`src/rtl/ftdi_pkg.sv`:
```
`default_nettype none
// ============================================================================
// Module      : ftdi_pkg
// Description : Shared types and defaults for the FTDI RX handshake path.
//               Holds the default byte width and the encodings of the
//               write-side and read-side handshake state machines.
// Revision    : 1.0 - initial release
// ============================================================================
package ftdi_pkg;

    // Default byte width of the FTDI data path
    localparam int c_DATA_W = 8;

    // State register widths
    localparam int c_WR_STATE_W = 1;
    localparam int c_RD_STATE_W = 2;

    // Upstream (producer-facing) handshake states
    typedef enum logic [c_WR_STATE_W-1:0] {
        W_IDLE = 1'b0,
        W_ACK  = 1'b1
    } wr_state_t;

    // Downstream (consumer-facing) handshake states
    typedef enum logic [c_RD_STATE_W-1:0] {
        R_IDLE = 2'd0,
        R_REQ  = 2'd1,
        R_WAIT = 2'd2
    } rd_state_t;

endpackage : ftdi_pkg
`default_nettype wire

```
`src/rtl/hsk_fifo_mem.sv`:
```
`default_nettype none
// ============================================================================
// Module      : hsk_fifo_mem
// Description : DEPTH x DATA_W storage array for hsk_rx_fifo. One synchronous
//               write port, one asynchronous (combinational) read port.
//               Storage is not reset; validity is tracked by the owner.
// Revision    : 1.0 - initial release
// ============================================================================
module hsk_fifo_mem #(
    parameter int DATA_W     = 8,
    parameter int DEPTH_LOG2 = 4
) (
    input  logic                  clk,
    input  logic                  i_wr_en,
    input  logic [DEPTH_LOG2-1:0] i_wr_addr,
    input  logic [DATA_W-1:0]     i_wr_data,
    input  logic [DEPTH_LOG2-1:0] i_rd_addr,
    output logic [DATA_W-1:0]     o_rd_data
);

    localparam int c_DEPTH = 1 << DEPTH_LOG2;

    logic [DATA_W-1:0] r_mem [c_DEPTH];

    // Write the incoming byte into the addressed slot
    always_ff @(posedge clk) begin
        if (i_wr_en) begin
            r_mem[i_wr_addr] <= i_wr_data;
        end
    end

    assign o_rd_data = r_mem[i_rd_addr];

endmodule : hsk_fifo_mem
`default_nettype wire

```
`src/rtl/hsk_rx_fifo.sv`:
```
`default_nettype none
// ============================================================================
// Module      : hsk_rx_fifo
// Description : Byte FIFO between the FTDI controller RX handshake and the
//               command handler RX handshake. Both sides use a 4-phase
//               req/ack handshake. out_rx_enable throttles the FTDI side
//               once the fill level reaches AFULL_LEVEL.
//               Optional: define HSK_RX_FIFO_WATERMARK_EN to add the
//               out_max_level high-watermark output.
// Revision    : 1.0 - initial release
// ============================================================================
module hsk_rx_fifo
    import ftdi_pkg::*;
#(
    parameter int DATA_W      = c_DATA_W,
    parameter int DEPTH_LOG2  = 4,
    parameter int AFULL_LEVEL = 12
) (
    input  logic                  in_clk,
    input  logic                  in_rst_n,
    input  logic [DATA_W-1:0]     in_wr_data,
    input  logic                  in_wr_req,
    output logic                  out_wr_ack,
    output logic [DATA_W-1:0]     out_rd_data,
    output logic                  out_rd_req,
    input  logic                  in_rd_ack,
    output logic                  out_rx_enable,
    output logic [DEPTH_LOG2:0]   out_level
`ifdef HSK_RX_FIFO_WATERMARK_EN
    ,
    output logic [DEPTH_LOG2:0]   out_max_level
`endif
);

    localparam int                  c_DEPTH    = 1 << DEPTH_LOG2;
    localparam logic [DEPTH_LOG2:0] c_DEPTH_LV = (DEPTH_LOG2+1)'(c_DEPTH);
    localparam logic [DEPTH_LOG2:0] c_AFULL_LV = (DEPTH_LOG2+1)'(AFULL_LEVEL);
    localparam logic [DEPTH_LOG2:0] c_LV_ONE   = (DEPTH_LOG2+1)'(1);
    localparam logic [DEPTH_LOG2-1:0] c_PTR_ONE = DEPTH_LOG2'(1);

    wr_state_t               r_wr_state;
    wr_state_t               w_wr_state_nxt;
    rd_state_t               r_rd_state;
    rd_state_t               w_rd_state_nxt;

    logic [DEPTH_LOG2-1:0]   r_wr_ptr;
    logic [DEPTH_LOG2-1:0]   r_rd_ptr;
    logic [DEPTH_LOG2:0]     r_level;
    logic [DEPTH_LOG2:0]     w_level_nxt;

    logic                    r_wr_ack;
    logic                    w_wr_ack_nxt;
    logic                    r_rd_req;
    logic                    w_rd_req_nxt;
    logic [DATA_W-1:0]       r_rd_data;
    logic                    r_rx_enable;

    logic                    w_push;
    logic                    w_pop;
    logic                    w_rd_load;
    logic [DATA_W-1:0]       w_mem_rd_data;

    hsk_fifo_mem #(
        .DATA_W     (DATA_W),
        .DEPTH_LOG2 (DEPTH_LOG2)
    ) u_mem (
        .clk       (in_clk),
        .i_wr_en   (w_push),
        .i_wr_addr (r_wr_ptr),
        .i_wr_data (in_wr_data),
        .i_rd_addr (r_rd_ptr),
        .o_rd_data (w_mem_rd_data)
    );

    // Producer side: accept one byte per handshake while a slot is free
    always_comb begin
        w_wr_state_nxt = r_wr_state;
        w_wr_ack_nxt   = r_wr_ack;
        w_push         = 1'b0;
        case (r_wr_state)
            W_IDLE: begin
                if (in_wr_req && (r_level < c_DEPTH_LV)) begin
                    w_push         = 1'b1;
                    w_wr_ack_nxt   = 1'b1;
                    w_wr_state_nxt = W_ACK;
                end
            end
            W_ACK: begin
                if (!in_wr_req) begin
                    w_wr_ack_nxt   = 1'b0;
                    w_wr_state_nxt = W_IDLE;
                end
            end
        endcase
    end

    // Consumer side: present head byte, pop it when acknowledged
    always_comb begin
        w_rd_state_nxt = r_rd_state;
        w_rd_req_nxt   = r_rd_req;
        w_rd_load      = 1'b0;
        w_pop          = 1'b0;
        case (r_rd_state)
            R_IDLE: begin
                if (r_level != '0) begin
                    w_rd_load      = 1'b1;
                    w_rd_req_nxt   = 1'b1;
                    w_rd_state_nxt = R_REQ;
                end
            end
            R_REQ: begin
                if (in_rd_ack) begin
                    w_rd_req_nxt   = 1'b0;
                    w_pop          = 1'b1;
                    w_rd_state_nxt = R_WAIT;
                end
            end
            R_WAIT: begin
                if (!in_rd_ack) begin
                    w_rd_state_nxt = R_IDLE;
                end
            end
            default: begin
                w_rd_req_nxt   = 1'b0;
                w_rd_state_nxt = R_IDLE;
            end
        endcase
    end

    // Fill level after this cycle's push/pop (simultaneous ones cancel)
    always_comb begin
        w_level_nxt = r_level;
        if (w_push && !w_pop) begin
            w_level_nxt = r_level + c_LV_ONE;
        end else if (!w_push && w_pop) begin
            w_level_nxt = r_level - c_LV_ONE;
        end
    end

    // State, pointers, level and registered handshake outputs
    always_ff @(posedge in_clk or negedge in_rst_n) begin
        if (!in_rst_n) begin
            r_wr_state  <= W_IDLE;
            r_rd_state  <= R_IDLE;
            r_wr_ptr    <= '0;
            r_rd_ptr    <= '0;
            r_level     <= '0;
            r_wr_ack    <= 1'b0;
            r_rd_req    <= 1'b0;
            r_rd_data   <= '0;
            r_rx_enable <= 1'b0;
        end else begin
            r_wr_state  <= w_wr_state_nxt;
            r_rd_state  <= w_rd_state_nxt;
            r_wr_ack    <= w_wr_ack_nxt;
            r_rd_req    <= w_rd_req_nxt;
            r_level     <= w_level_nxt;
            r_rx_enable <= (w_level_nxt < c_AFULL_LV);
            if (w_push) begin
                r_wr_ptr <= r_wr_ptr + c_PTR_ONE;
            end
            if (w_pop) begin
                r_rd_ptr <= r_rd_ptr + c_PTR_ONE;
            end
            if (w_rd_load) begin
                r_rd_data <= w_mem_rd_data;
            end
        end
    end

    assign out_wr_ack    = r_wr_ack;
    assign out_rd_req    = r_rd_req;
    assign out_rd_data   = r_rd_data;
    assign out_rx_enable = r_rx_enable;
    assign out_level     = r_level;

`ifdef HSK_RX_FIFO_WATERMARK_EN
    logic [DEPTH_LOG2:0] r_max_level;

    // Highest fill level seen since reset
    always_ff @(posedge in_clk or negedge in_rst_n) begin
        if (!in_rst_n) begin
            r_max_level <= '0;
        end else if (w_level_nxt > r_max_level) begin
            r_max_level <= w_level_nxt;
        end
    end

    assign out_max_level = r_max_level;
`else
    // Watermark tracking is not built in this configuration.
`endif

endmodule : hsk_rx_fifo
`default_nettype wire

```
`config.mk`:
```
export PLATFORM = sky130hd
export DESIGN_NAME = hsk_rx_fifo
export DESIGN_NICKNAME = d
export VERILOG_FILES = /design/src/rtl/ftdi_pkg.sv /design/src/rtl/hsk_fifo_mem.sv /design/src/rtl/hsk_rx_fifo.sv
export SDC_FILE = /design/constraint.sdc
export NUM_CORES = 1
export LEC_CHECK = 0
export ABC_AREA = 1
export CAP_MARGIN = 20
export CORE_MARGIN = 4
export CORE_UTILIZATION = 54
export CTS_CLUSTER_DIAMETER = 100
export DETAILED_ROUTE_END_ITERATION = 8
export PLACE_DENSITY = 0.7
export REMOVE_ABC_BUFFERS = 1
export SLEW_MARGIN = 30
export SYNTH_ARGS = -nofsm -noshare
export SYNTH_HDL_FRONTEND = slang
export SYNTH_SLANG_ARGS = --single-unit
```
`constraint.sdc`:
```
create_clock -name in_clk -period 2 [get_ports in_clk]
set_input_delay 0.3 -clock in_clk [delete_from_list [all_inputs] [get_ports in_clk]]
set_output_delay 0.3 -clock in_clk [all_outputs]
set_load 0.03 [all_outputs]
```
==> metrics, run 1 <==
TritonCTS clock tree=built; worst r2r path cells=8; Detailed Route WL=14200 um; Critical Path Start Type=register; Post-synth EDFFs=128; Die ar.=14500 um^2; Setup crit end kind=output port; max_cap viols=0; switching share of power=37.0%; DRC errors left=0; register area=4520 um^2; Slowest-stage cell, CP=clkdlybuf4s50_1; post-cts sizing count=0; NetSw=4060 uW; register share of total power=37.4%; DRT antenna net count=0; number of port buffers=27; number of CTS-inserted buffers=17; cell class contributing the biggest share of worst-path delay=buffers and inverters; RSZ-0062 raised after global routing=false; leading area contributor after synthesis=edfxtp_1; clk buf depth=2; HP Class=in -> async; # hold bufs at CTS=0; Clock transition at path regs=0.06 ns; largest net degree at the start of global routing=50; HPWL Detailed=9300 um; R2R Path Start=out_level[4]; IO Count=28; top_reg_cell synth=edfxtp_1; clock group share of total power=26.5%; DR iter-0 viols=300; final core utilization=65.4%; Leak=0.00355 uW; GRT Residual Overflow=0; Chip Width=120 um; Final Wtd Congestion=0.835; post-route minimum period=1.87 ns; H-tree Lvls=4; DR WL/cell=15.5 um; clock root buffer=clkbuf_16; Fill cells=985; Max Slew Vio Count=0; Global Route Usage Sum=21.2%; Worst-Skew Late Latency=0.41 ns; Final setup viols=0; via count=4583; clk sink count=155; asr flop ratio synth=17.4%; worst r2r dst=out_rx_enable; Synth Register Bits=155; Mean Syn Cell Area=10.1 um^2; Int Power=6920 uW; actual slew at the worst max-slew pin=0.681 ns; Mapped Cells=677; DR pass1 iterations=5; CP Data Required Time=1.70 ns; Synth cell types=23; row cnt=40; outcome=finished clean; area fraction of the dominant cell type after synthesis=56.3%; layout cells sized above 1=9.22%; post-synthesis sequential area ratio=66.2%; synthesized cell area=6830 um^2; PD cells=1380 nW/um^2; Logic pwr share=36.1%; Die Height=120 um; fin crit share=93.4%; crit-path max FO=6; Critical Path AT=1.57 ns; Layout Skew=0.00686 ns; Post CTS Setup Buffer Count=0; endpoints failing hold=0; ANT cells=0; fin nets=756; Setup CP Type=reg -> out; Warnings, synthesis=0; multi-input gate area in the final layout=1690 um^2; max frequency=535 MHz; vias in the first global route=4488; r2r setup slk=0.19 ns; maximum VDD drop=0.705 mV; Slew HR=54.5%; first-pass GRT wire length=23300 um; CP Buf/Inv Count=1; antenna violations before repair=0; Vias per Instance=5.00; Initial Utilization=55.9%; Core Area=12200 um^2; largest cells by area after synthesis=edfxtp_1 56%, nand2_1 12%, dfrtp_1 9.9%; critical path cell sequence=clkdlybuf4s50_1; Hold WS=0.266 ns; Area Overhead vs Synth=17.0%; Worst path max stage delay=0.71 ns
[Yosys cell counts (2+ instances only)]
library cell,instances
xor2_1,7
buf_2,15
nand3_1,100
nand4_1,6
buf_4,4
nand2_1,217
clkinv_1,2
inv_1,118
edfxtp_1,128
nor2_1,23
dfrtp_1,27
o21ai_0,6
a21oi_1,2
ha_1,9
buf_1,2
buf_6,4
[how the worst max path moves through the flow]
stage	start	to	slack, ns	cells after the start
after floorplan	r_rd_ptr[0]	out_rd_data[0]	-0.64	9
after global placement	in_rd_ack	out_rx_enable	-0.07	14
after detailed placement	in_rd_ack	out_rx_enable	-0.16	12
after CTS	out_level[2]	out_level[2]	0.11	1
after global routing	out_level[4]	out_rx_enable	0.02	10
final	out_level[2]	out_level[2]	0.13	1
[cell type report]
cell class	instances	area share, %
clock buffers	20	5.47
repair buffers	65	7.12
well taps	168	2.63
clock inverters	12	1.25
flip-flops and latches	155	56.6
inverters	121	5.69
multi-input cells	375	21.2
[per-layer routing]
metal	GRT usage (%)	vias up	routed length [um]
met5	0	-	0
met4	8.92	0	306
met3	3.98	23	666
met2	33.5	120	6900
met1	29.2	2157	6310
li1	-	2283	-
[cells by family (layout without fill, tap and decap cells)]
group / count (synthesis) / in the layout / share of synthesized area (%)
buffers and inverters: 147 / 218 / 9.02
AOI/OAI and AO/OA: 11 / 11 / 0.917
adders and majority gates: 9 / 9 / 1.65
xor gates and xnor gates: 7 / 7 / 0.898
and+or+nand+nor: 348 / 348 / 21.3
DFF: 155 / 155 / 66.2
[power groups by stage]
stage	clock (uW)	sequential, uW	combinational [uW]
4_1_cts	2960	4100	3990
2_1_floorplan	0	4650	1930
5_1_grt	3130	4140	4450
3_5_place_dp	0	4160	3960
6_report	2910	4100	3970
3_3_place_gp	0	4150	3890
[per-stage QoR]
stage / cell area (um^2) / TNS, ns / worst slack, ns / total power, uW / std cells
after floorplan: 6660 / -33.06 / -0.645 / 6570 / 651
after global placement: 7440 / -0.101 / -0.0655 / 8040 / 884
after detailed placement: 7440 / -1.27 / -0.159 / 8120 / 884
after CTS: 7980 / 0 / 0.111 / 11100 / 916
after global routing: 7980 / 0 / 0.0205 / 11700 / 916
final: 7980 / 0 / 0.132 / 11000 / 916
[placed cells by master (no fill, tap or decap), types with 7 or more instances in the layout]
cell / instances
clkdlybuf4s50_1: 27
nand3_1: 100
inv_1: 118
dfrtp_1: 26
nand2_1: 217
nor2_1: 22
buf_4: 37
xor2_1: 7
edfxtp_1: 128
clkbuf_16: 17
ha_1: 9
[state kept, by name (all words and copies together) (netlist names), 2 cells and up]
signal,cells
u_mem.r_mem,128
out_rd_data,8
out_level,5
r_rd_ptr,4
r_wr_ptr,4
r_rd_state,2
Note: power is estimated with default switching activity, not from simulation.
==> run 2, diff against run 1 <==
--- a/config.mk
+++ b/config.mk
@@ -9,9 +9,9 @@
 export CAP_MARGIN = 20
 export CORE_MARGIN = 4
 export CORE_UTILIZATION = 54
-export CTS_CLUSTER_DIAMETER = 100
+export CTS_CLUSTER_DIAMETER = 50
 export DETAILED_ROUTE_END_ITERATION = 8
-export PLACE_DENSITY = 0.7
+export PLACE_DENSITY_LB_ADDON = 0.08
 export REMOVE_ABC_BUFFERS = 1
 export SLEW_MARGIN = 30
 export SYNTH_ARGS = -nofsm -noshare
==> run 2 against run 1 <==
Against the previous run: critical path depth did not move; first-iteration DRC count rose by 18%; highest routed layer unchanged; critical endpoint unchanged; clock power rose by 4%; largest power group unchanged.
==> metrics, run 2 (same netlist as run 1, synthesis figures left out) <==
outcome=finished clean; Core Area=12200 um^2 (unchanged); Setup crit end kind=output port; Pwr Total=11200 uW (+1.7%); HPWL Detailed=9460 um (+1.7%); DRC errors left=0 (unchanged); PD cells=1390 nW/um^2 (+0.84%); Setup TNS Final=0 ns (unchanged); clock root buffer=clkbuf_16; Final setup viols=0 (unchanged); DR WL/cell=16.1 um (+3.7%); number of CTS-inserted buffers=17 (unchanged); max_cap viols=0 (unchanged); Die ar.=14500 um^2 (unchanged); Max Slew Vio Count=0 (unchanged); Vias per Instance=5.06 (+1.1%); RSZ-0062 raised after global routing=false; post-route minimum period=1.88 ns (+0.0115 ns); actual slew at the worst max-slew pin=0.734 ns (+0.0525 ns); Critical Path Start Type=register; HP Class=in -> async; fin nets=759 (+0.40%); CP Buf/Inv Count=1 (unchanged); Final Wtd Congestion=0.923 (+11%); CP Data Required Time=1.70 ns (about the same); Slew HR=50.9% (-3.5 points); Worst path max stage delay=0.71 ns (about the same); Worst-Skew Late Latency=0.42 ns (about the same); Setup CP Type=reg -> out; Largest Register=u_mem.r_mem; DRT antenna net count=0 (unchanged); row cnt=40 (unchanged); Critical Path AT=1.58 ns (about the same); Post CTS Setup Buffer Count=0 (unchanged); Clock transition at path regs=0.06 ns (about the same); endpoints failing hold=0 (unchanged); DR iter-0 viols=354 (+18%); most frequent cells in the layout=217 x nand2_1, 128 x edfxtp_1, 118 x inv_1; IO Count=28 (unchanged); first-pass GRT wire length=23500 um (+0.92%); placed insts=887 (+0.34%); Global Route Usage Sum=21.9% (+0.63 points); via count=4647 (+1.4%); clk sink count=155 (unchanged); max reg flops=128 (unchanged); max frequency=532 MHz (-0.61%); r2r setup slk=0.21 ns (+0.02 ns); area of placed instances=7490 um^2 (+0.64%); layout cells sized above 1=9.85% (+0.63 points); non-filler cells, final=919 (+0.33%); Die Height=120 um (unchanged); clk buf depth=2 (unchanged); number of port buffers=27 (unchanged); H-tree Lvls=4 (unchanged); TritonCTS clock tree=built; post-place setup slack=-0.118 ns (+0.0410 ns); Slowest-stage cell, CP=clkdlybuf4s50_1; final worst setup slack=0.120 ns (-0.0115 ns); fin crit share=94.0% (+0.57 points); ANT cells=0 (unchanged); commonest non-fill, non-tap cell in the layout=nand2_1; Layout Skew=0.00810 ns (+0.00125 ns); largest net degree at the start of global routing=68 (+36%); final instance area=8050 um^2 (+0.89%); antenna violations before repair=0 (unchanged); critical path cell sequence=clkdlybuf4s50_1; cell class contributing the biggest share of worst-path delay=buffers and inverters; Leak=0.00358 uW (+1.1%); GRT Residual Overflow=0 (unchanged); DR pass1 iterations=5 (unchanged); vias in the first global route=4532 (+0.98%); Area Overhead vs Synth=18.0%; maximum VDD drop=0.775 mV (+9.9%); Chip Width=120 um (unchanged); crit-path max FO=6 (unchanged); Initial Utilization=55.9% (unchanged); Detailed Route WL=14800 um (+4.0%)
==> run 2: changes by cell type in the layout (fill, tap and decap cells not counted), sizes merged <==
| cell | previous run | this run |
|---|---|---|
| clkinv | 8 | 9 |
| buf | 38 | 41 |
| bufinv | 1 | 2 |
| inv | 120 | 119 |
| clkbuf | 20 | 19 |
==> run 2: stage by stage <==
step	utilization, %	hold WS, ns
after floorplan	-	0.00441
after global placement	61.3	0.466
after detailed placement	61.3	0.466
after CTS	65.9	0.259
after global routing	66.0	0.280
final	66.0	0.262
==> run 2: where the power goes <==
part,switching [uW],internal [uW]
Clock,1210,1820
Sequential,258,3860
Combinational,2620,1400
Total,4090,7080
==> run 2: timing repair <==
action,CTS,global route
gates resized for setup,0,1
endpoints found under the setup margin,0,1
hold buffers,0,0
==> run 2: routing by layer <==
metal | GRT usage, % | up-vias | share of wire, %
met5 | 0 | - | 0
met4 | 8.64 | 0 | 2.4
met3 | 6.27 | 31 | 4.9
met2 | 36.3 | 130 | 50
met1 | 27.2 | 2193 | 43
li1 | - | 2293 | -
==> run 2: path summary, 6_finish.rpt <==
kind,end,startpoint,cells after the start
max,out_level[2],out_level[2],1
min reg2reg,out_wr_ack,r_wr_state,1
min in group in_clk,r_wr_state,in_wr_req,3
max in group asynchronous,r_rd_ptr[0],in_rst_n,2
max reg2reg,out_rx_enable,r_rd_state[1],12
min,out_rd_req,in_rst_n,2
==> run 2: final cells by class <==
| type | instances | area (um^2) |
|---|---|---|
| Tap cell | 168 | 210 |
| Inverter | 121 | 454 |
| Fill cell | 1010 | 4160 |
| Clock inverter | 13 | 128 |
| Timing Repair Buffer | 68 | 616 |
| Multi-Input combinational cell | 375 | 1690 |
| Sequential cell | 155 | 4520 |
| Clock buffer | 19 | 433 |
==> edit: new RTL, config.mk and constraints of run 2 <==
Set the package constant `c_DATA_W` to 7 (it was 8).
--- a/src/rtl/ftdi_pkg.sv
+++ b/src/rtl/ftdi_pkg.sv
@@ -9,7 +9,7 @@
 package ftdi_pkg;
 
     // Default byte width of the FTDI data path
-    localparam int c_DATA_W = 8;
+    localparam int c_DATA_W = 7;
 
     // State register widths
     localparam int c_WR_STATE_W = 1;
Interface: changed (resized in_wr_data and out_rd_data); port bits go from 28 to 26. The function was not compared with the original's and may differ.
==> edit against run 2 <==
Final area fell by 9.5%. Via count down 9.5%. Maximum frequency fell by 1.4%. Wire length fell by 10%. Sequential cell count decreased by 17. Power decreased by 6.5%. Global-route usage increased by 0.25 points. Critical path depth unchanged. Synthesized cell count is 10% lower. Area after synthesis is 10% lower. Combinational power is 10% lower. Sequential share of layout area decreased by 1.0 points. Setup slack got worse by 27 ps. Critical path type unchanged.
==> edit: results (changes against run 2) <==
[timing]
worst_slew_pin_slew_ps = 676  ; was 734 ps
skew_ps = 6.25  ; was 8.10 ps
whs_ps = 252  ; was 262 ps

[placed_design]
portBuffers = 25  ; was 27
routabilityCongestion = 0.818  ; was 0.923
dp_hpwl_um = 8570  ; was 9460 um
place_ws_ps = -186  ; was -118 ps
dpl.cell_count = 791  ; was 887

[setup_path]
crit_family = buffers and inverters  ; unchanged
r2r_start = r_rd_state[1]  ; unchanged
regToRegSetupSlack_ps = 200
critical_path_peak_fanout = 6  ; unchanged
crit_arrival_ps = 1610  ; was 1580 ps
reg2regPathDepth = 11  ; was 12

[yosys]
synth_edf_count = 112  ; was 128
synth_cell_type_count = 25  ; was 23
synthFlopType = edfxtp_1  ; unchanged
async_flop_share = 0.188  ; was 0.174
synthTopCellsByArea = edfxtp_1 55%, nand2_1 12%, dfrtp_1 11%  ; was edfxtp_1 56%, nand2_1 12%, dfrtp_1 9.9%
ys_top_cells_by_count = 193 x nand2_1, 112 x edfxtp_1, 105 x inv_1  ; was 217 x nand2_1, 128 x edfxtp_1, 118 x inv_1
ys_seq_area_frac = 0.656  ; was 0.662
avgSynthCellArea_um2 = 10.0  ; was 10.1 um2

[clocking]
clockBufferDepth = 2  ; unchanged
root_buffer = clkbuf_16  ; unchanged
cts_setup_buffers = 0  ; unchanged

[global_route]
track_usage = 0.221  ; was 0.219
grt_pass1_wl_um = 21500  ; was 23500 um
grt_max_degree = 36  ; was 68
grt_pass1_vias = 4082  ; was 4532

[layout]
antenna_cells = 0  ; unchanged
final_cells = 823  ; was 919
drive_gt1_frac = 0.108  ; was 0.0985
fill_cells = 877  ; was 1010
regMostFlops = u_mem.r_mem  ; unchanged
largest_register_ffs = 112  ; was 128
nets = 690  ; was 759

[power_and_ir_drop]
leakagePower_nw = 3.26  ; was 3.58 nW
peakVddDrop_uv = 896  ; was 775 uV
p_sw_w = 0.00380  ; was 0.00409 W

[detailed_routing]
first_iter_violations = 374  ; was 354
wire_per_inst_um = 16.1  ; about the same
num_vias = 4204  ; was 4647

[run_status]
outcome = finished clean  ; unchanged

-- edit: kinds of logic (layout without fill, tap and decap cells) --
group,Yosys count,in the layout,synth area share
xor+xnor,7,7,0.0100
simple gates,313,313,0.213
fa+ha+maj,9,9,0.0184
compound gates,11,11,0.0102
buf+inv,131,205,0.0918
flops,138,138,0.656
-- edit: how the worst max path moves through the flow --
stage	startpoint	endpoint	slack, ps	cells past startpoint
finish	out_level[2]	out_level[2]	90	1
detailed placement	in_rd_ack	out_rx_enable	-190	13
global placement	in_rd_ack	out_rx_enable	-130	13
CTS	out_level[2]	out_level[2]	100	1
global route	r_rd_state[1]	out_rx_enable	5	10
floorplan	r_rd_ptr[0]	out_rd_data[0]	-440	9
-- edit: through the flow --
| stage | utilization | power (W) | area, um2 |
|---|---|---|---|
| 2_1_floorplan | - | 0.00599 | 5960 |
| 3_3_place_gp | 0.609 | 0.00731 | 6690 |
| 3_5_place_dp | 0.609 | 0.00737 | 6690 |
| 4_1_cts | 0.663 | 0.0105 | 7280 |
| 5_1_grt | 0.663 | 0.0111 | 7290 |
| 6_report | 0.663 | 0.0104 | 7290 |
-- edit: area by class of cell --
| cell class | instances | share of cell area |
|---|---|---|
| clock inverter | 13 | 0.0210 |
| inverter | 107 | 0.0551 |
| sequential | 138 | 0.551 |
| timing repair buffer | 66 | 0.0766 |
| multi-input combinational | 340 | 0.213 |
| tap | 140 | 0.0240 |
| clock buffer | 19 | 0.0594 |
-- edit: routing by layer --
| metal | vias up | wire (um) | GRT usage |
|---|---|---|---|
| li1 | 2066 | - | - |
| met1 | 1997 | 5950 | 0.297 |
| met2 | 122 | 6240 | 0.341 |
| met3 | 19 | 812 | 0.0671 |
| met4 | 0 | 217 | 0.0847 |
| met5 | - | 0 | 0 |
-- edit: what timing repair did --
action,CTS,global route
endpoints found under the setup margin,0,1
hold buffers,0,0
gates resized for setup,0,2
-- edit: power by group through the flow --
stage / Clock (W) / Sequential, W / Combinational (W)
after detailed placement: 0 / 0.00381 / 0.00356
after global placement: 0 / 0.00380 / 0.00351
after CTS: 0.00315 / 0.00376 / 0.00360
after global routing: 0.00328 / 0.00382 / 0.00402
final: 0.00308 / 0.00377 / 0.00360
after floorplan: 0 / 0.00421 / 0.00177
